[src/rtl/led_mode_scheduler.sv]
// LED pattern mode scheduler: debounced button advance, blanking gap, driver restart and output mux.
// Define LED_SCHED_AUTO_CYCLE_EN to add the dwell timer that auto-advances modes.
module led_mode_scheduler #(
  parameter int unsigned NUM_MODES       = 4,
  parameter int unsigned BLANK_CYCLES    = 100,
  parameter int unsigned DEBOUNCE_CYCLES = 1_000_000,
  parameter int unsigned DWELL_CYCLES    = 50_000_000
) (
  input  logic                   clk,
  input  logic                   rst,
  input  logic                   btn_raw,
  input  logic [8*NUM_MODES-1:0] mode_led_in,
  output logic [7:0]             led_out,
  output logic [2:0]             mode_sel,
  output logic [NUM_MODES-1:0]   drv_rst_n,
  output logic                   busy
);

  localparam int unsigned BlankW = (BLANK_CYCLES > 1) ? $clog2(BLANK_CYCLES) : 1;
  localparam int unsigned DebW   = $clog2(DEBOUNCE_CYCLES);
  localparam logic [BlankW-1:0] BlankLast = BlankW'(BLANK_CYCLES - 1);
  localparam logic [DebW-1:0]   DebLast   = DebW'(DEBOUNCE_CYCLES - 1);
  localparam logic [2:0]        ModeLast  = 3'(NUM_MODES - 1);

  typedef enum logic [0:0] {StBlank, StRun} state_e;

  state_e                state_q, state_d;
  logic [2:0]            mode_q, mode_d;
  logic [BlankW-1:0]     blank_cnt_q, blank_cnt_d;
  logic [7:0]            led_q, led_d, led_sel;
  logic [NUM_MODES-1:0]  drv_q, drv_d;
  logic                  sync1_q, sync2_q;
  logic                  db_q, db_d, db_prev_q;
  logic [DebW-1:0]       deb_cnt_q, deb_cnt_d;
  logic                  press, expire, advance;

  // Counter only runs while the synchronized level disagrees with the debounced one.
  always_comb begin
    db_d      = db_q;
    deb_cnt_d = '0;
    if (sync2_q != db_q) begin
      if (deb_cnt_q == DebLast) begin
        db_d = sync2_q;
      end else begin
        deb_cnt_d = deb_cnt_q + 1'b1;
      end
    end
  end

  assign press = db_q & ~db_prev_q;

`ifdef LED_SCHED_AUTO_CYCLE_EN
  localparam int unsigned DwellW = (DWELL_CYCLES > 1) ? $clog2(DWELL_CYCLES) : 1;
  logic [DwellW-1:0] dwell_q, dwell_d;

  assign expire = (state_q == StRun) && (dwell_q == DwellW'(DWELL_CYCLES - 1));

  always_comb begin
    dwell_d = '0;
    if ((state_q == StRun) && (state_d == StRun)) begin
      dwell_d = dwell_q + 1'b1;
    end
  end

  always_ff @(posedge clk) begin
    if (rst) begin
      dwell_q <= '0;
    end else begin
      dwell_q <= dwell_d;
    end
  end
`else
  logic unused_dwell;
  assign unused_dwell = (DWELL_CYCLES != 0);
  assign expire       = 1'b0;
`endif

  assign advance = press | expire;

  always_comb begin
    state_d     = state_q;
    mode_d      = mode_q;
    blank_cnt_d = blank_cnt_q;
    unique case (state_q)
      StBlank: begin
        if (blank_cnt_q == BlankLast) begin
          state_d     = StRun;
          blank_cnt_d = '0;
        end else begin
          blank_cnt_d = blank_cnt_q + 1'b1;
        end
      end
      StRun: begin
        if (advance) begin
          state_d     = StBlank;
          blank_cnt_d = '0;
          mode_d      = (mode_q == ModeLast) ? 3'd0 : mode_q + 3'd1;
        end
      end
      default: state_d = StBlank;
    endcase
  end

  always_comb begin
    led_sel = '0;
    drv_d   = '0;
    for (int unsigned k = 0; k < NUM_MODES; k++) begin
      if (mode_q == 3'(k)) led_sel = mode_led_in[8*k +: 8];
      drv_d[k] = (state_d == StRun) && (mode_d == 3'(k));
    end
    // Blank the output on the very cycle the mode change is taken.
    led_d = ((state_q == StRun) && (state_d == StRun)) ? led_sel : 8'h00;
  end

  always_ff @(posedge clk) begin
    if (rst) begin
      state_q     <= StBlank;
      mode_q      <= '0;
      blank_cnt_q <= '0;
      led_q       <= '0;
      drv_q       <= '0;
      sync1_q     <= 1'b0;
      sync2_q     <= 1'b0;
      db_q        <= 1'b0;
      db_prev_q   <= 1'b0;
      deb_cnt_q   <= '0;
    end else begin
      state_q     <= state_d;
      mode_q      <= mode_d;
      blank_cnt_q <= blank_cnt_d;
      led_q       <= led_d;
      drv_q       <= drv_d;
      sync1_q     <= btn_raw;
      sync2_q     <= sync1_q;
      db_q        <= db_d;
      db_prev_q   <= db_q;
      deb_cnt_q   <= deb_cnt_d;
    end
  end

  assign led_out   = led_q;
  assign mode_sel  = mode_q;
  assign drv_rst_n = drv_q;
  assign busy      = (state_q == StBlank);

endmodule
[config.mk]
export PLATFORM = sky130hd
export DESIGN_NAME = led_mode_scheduler
export DESIGN_NICKNAME = d
export VERILOG_FILES = /design/src/rtl/led_mode_scheduler.sv
export SDC_FILE = /design/constraint.sdc
export NUM_CORES = 1
export LEC_CHECK = 0
export ABC_AREA = 1
export BUFFER_PORTS_ARGS = -buffer_cell sky130_fd_sc_hd__buf_2
export CAP_MARGIN = 20
export CORE_ASPECT_RATIO = 1.75
export CORE_MARGIN = 2
export CORE_UTILIZATION = 60
export CTS_BUF_LIST = sky130_fd_sc_hd__clkbuf_4
export CTS_CLUSTER_SIZE = 10
export DETAILED_ROUTE_END_ITERATION = 10
export PLACE_DENSITY = 0.95
export SYNTH_ARGS = -nofsm -noshare
export SYNTH_HDL_FRONTEND = slang
export SYNTH_SLANG_ARGS = --single-unit
[constraint.sdc]
create_clock -name clk -period 4.05 [get_ports clk]
set_input_delay 0.81 -clock clk [delete_from_list [all_inputs] [get_ports clk]]
set_output_delay 0.81 -clock clk [all_outputs]
set_load 0.01 [all_outputs]
==> key figures <==
Status
  • Status: finished clean

Global route
  • Total global routing overflow: 0
  • Initial antenna violation count: 0
  • First-pass GRT wire length: 9.47 mm
  • Vias in the first global route: 2273
  • Largest net degree at the start of global routing: 21
  • GRT Overall Usage: 28.5%

Logic synthesis
  • Mapped Cells: 331
  • Distinct cell type count after synthesis: 26
  • FF+latch count, synth: 47
  • Synth Warn #: 0
  • Mapped Area: 2310 um2
  • Mapped Nets: 372
  • Syn avg cell area: 6.97 um2
  • Seq/Total Area, Yosys: 40.8%

Detailed routing
  • Drt first pass iters: 4
  • DRT iter0 DRCs: 74
  • DR vias/cell: 5.33
  • Wirelength per Cell: 12.8 um
  • Routed Antenna Nets: 0
  • Total number of vias: 2280
  • Final wirelength: 5.49 mm
  • Post-route DRC: 0

Worst setup path
  • Slowest cell on the critical path: dfxtp_1
  • WP data required: 3.24 ns
  • Crit path max fanout: 5
  • CP Capture Type: primary output
  • Max stage delay on crit path: 0.34 ns
  • Critical path launch point type: flop
  • Worst endpoint data arrival time: 0.99 ns
  • Cell chain of the critical path: inv_1, buf_2
  • Worst setup path category: flop to primary output

Power
  • VDD IR max: 0.000231 V
  • Leak Pwr: 1.05 nW
  • P per Cell Area: 285 nW/um2

STA
  • Final worst slack: 2.25 ns
  • Rel. slew slack: 66.3%
  • Peak Freq: 556 MHz
  • RSZ-0062 raised after global routing: false
  • Setup TNS: 0 ns
  • Least-Margin Pin Slew: 0.504 ns
  • Final setup viols: 0
  • Post-Route Skew: 0.0158 ns
  • Final hold violation count: 0
  • Period Utilization, post-route: 44.4%
  • Final Max Slew Viols: 0
  • Final min period: 1.80 ns
  • Min Hold Slack: 0.421 ns

Placement
  • Cells after DPL: 420
  • Dpl ws: 2.23 ns
  • GPL Wtd Cong: 0.906
  • HPWL Detailed: 4.25 mm
  • Port-buffer cells: 50

Die
  • Cell row count: 29
  • Total die area: 4380 um2
  • Die W: 50.9 um
  • Initial Util: 63.0%
  • Core area: 3660 um2
  • IO Pins: 51
  • Die Ht: 86.1 um

CTS
  • Sinks on Clock Net: 47
  • Clock transition at the registers of the reported paths: 0.15 ns
  • TritonCTS buffer count: 5
  • CTS tree: built
  • Hold buffers post-CTS: 0
  • Post-CTS Setup Inserts: 0
  • Clock root cell: clkbuf_4
  • Worst skew pair latency: 0.38 ns
  • Htree depth: 2
  • CTS Buffer Depth: 2
  • Post-CTS resize count: 0

Final layout
  • Nets: 422
  • Syn-to-layout area delta: 14.0%
  • Layout Cells excl Fill: 428
  • Number of antenna diodes: 0
  • Layout cell share with drive strength beyond 1: 18.8%

Run
  • Max cap viols: 0

Worst hold path
  • Min-delay worst type: flop to flop
layer usage:
metal	track usage, %	share of wire [%]	up-vias	wire, um
met5	0	0	-	0
met4	17.9	3.5	0	191
met3	5.05	3.6	15	200
met2	52.3	57	57	3130
met1	28.5	36	1053	1970
li1	-	-	1155	-
flip-flops by register name, indices dropped and copies added (netlist names):
name and count:
db_prev_q 1, drv_rst_n 4, sync1_q 1, mode_sel 3
deb_cnt_q 20, blank_cnt_q 7, db_q 1, led_out 8
state_q 1, sync2_q 1
cell usage in the layout (no fill, tap or decap), types with 2 or more instances in the layout:
| cell | instances |
|---|---|
| nand2_1 | 77 |
| nor2_1 | 60 |
| buf_2 | 50 |
| dfxtp_1 | 47 |
| inv_1 | 28 |
| nand3_1 | 28 |
| o21ai_0 | 23 |
| a21oi_1 | 16 |
| xor2_1 | 7 |
| nand4_1 | 7 |
| xnor2_1 | 6 |
| ha_1 | 6 |
| nor2_2 | 5 |
| clkbuf_4 | 5 |
| nand2_2 | 3 |
| o21ai_1 | 2 |
report_power, final:
part           leakage, nW  switching [mW]  internal [mW]
clock               0.0337           0.171         0.0743
sequential           0.380         0.00426          0.466
combinational        0.640          0.0167         0.0185
total                 1.05           0.192          0.559
cell type report:
cell class                      count  area [um2]
Clock buffer                        5        37.5
Clock inverter                      3        27.5
Fill cell                         291        1030
Inverter                           29         109
Multi-Input combinational cell    248        1210
Sequential cell                    47         941
Tap cell                           46        57.6
Timing Repair Buffer               50         250
critical path, delay by kind of cell, from the launching register on:
kind / cells / cell delay, ns
flip-flops: 1 / 0.34
buffers and inverters: 2 / 0.27
cells by family after synthesis:
family                   Yosys count  synth area share (%)
AND/OR/NAND/NOR                  186                  34.6
flip-flops                        47                  40.8
AO/OA/AOI/OAI                     43                  9.54
buffers and inverters             36                  6.88
XOR/XNOR                          13                  4.93
adder cells (fa/ha/maj)            6                  3.25
Yosys cell counts:
library cell / instances / area share [%]
and3_1: 1 / 0.27
or2_2: 1 / 0.27
nand3_1: 28 / 6.1
o22ai_1: 1 / 0.27
inv_1: 28 / 4.6
o21ai_0: 23 / 5.0
nand4_1: 7 / 1.9
nor2_2: 5 / 1.4
nor2_1: 60 / 9.8
inv_2: 1 / 0.16
buf_6: 2 / 0.98
dfxtp_1: 47 / 41
buf_2: 4 / 0.87
a21oi_1: 16 / 3.5
xnor2_1: 6 / 2.3
ha_1: 6 / 3.3
nor3_2: 1 / 0.43
nand2_2: 3 / 0.81
nor2_4: 1 / 0.49
nand3_2: 1 / 0.43
nand2_1: 77 / 13
buf_4: 1 / 0.33
a21oi_2: 1 / 0.38
nand3b_1: 1 / 0.33
o21ai_1: 2 / 0.43
xor2_1: 7 / 2.7
per-stage QoR:
step | utilization, % | power (mW) | cell area, um2
2_1_floorplan | - | 0.497 | 2310
4_1_cts | 71.8 | 0.753 | 2630
6_report | 71.8 | 0.751 | 2630
3_5_place_dp | 70.0 | 0.515 | 2570
3_3_place_gp | 70.0 | 0.514 | 2570
5_1_grt | 71.8 | 0.778 | 2630
worst paths after layout:
kind	endpoint	slack [ns]	cells after the start	start
max	busy	2.25	2	state_q
min	sync2_q	0.42	2	sync1_q
max reg2reg	deb_cnt_q[9]	2.26	6	deb_cnt_q[0]
min reg2reg	sync2_q	0.42	2	sync1_q
Note: power is estimated with default switching activity, not from simulation.
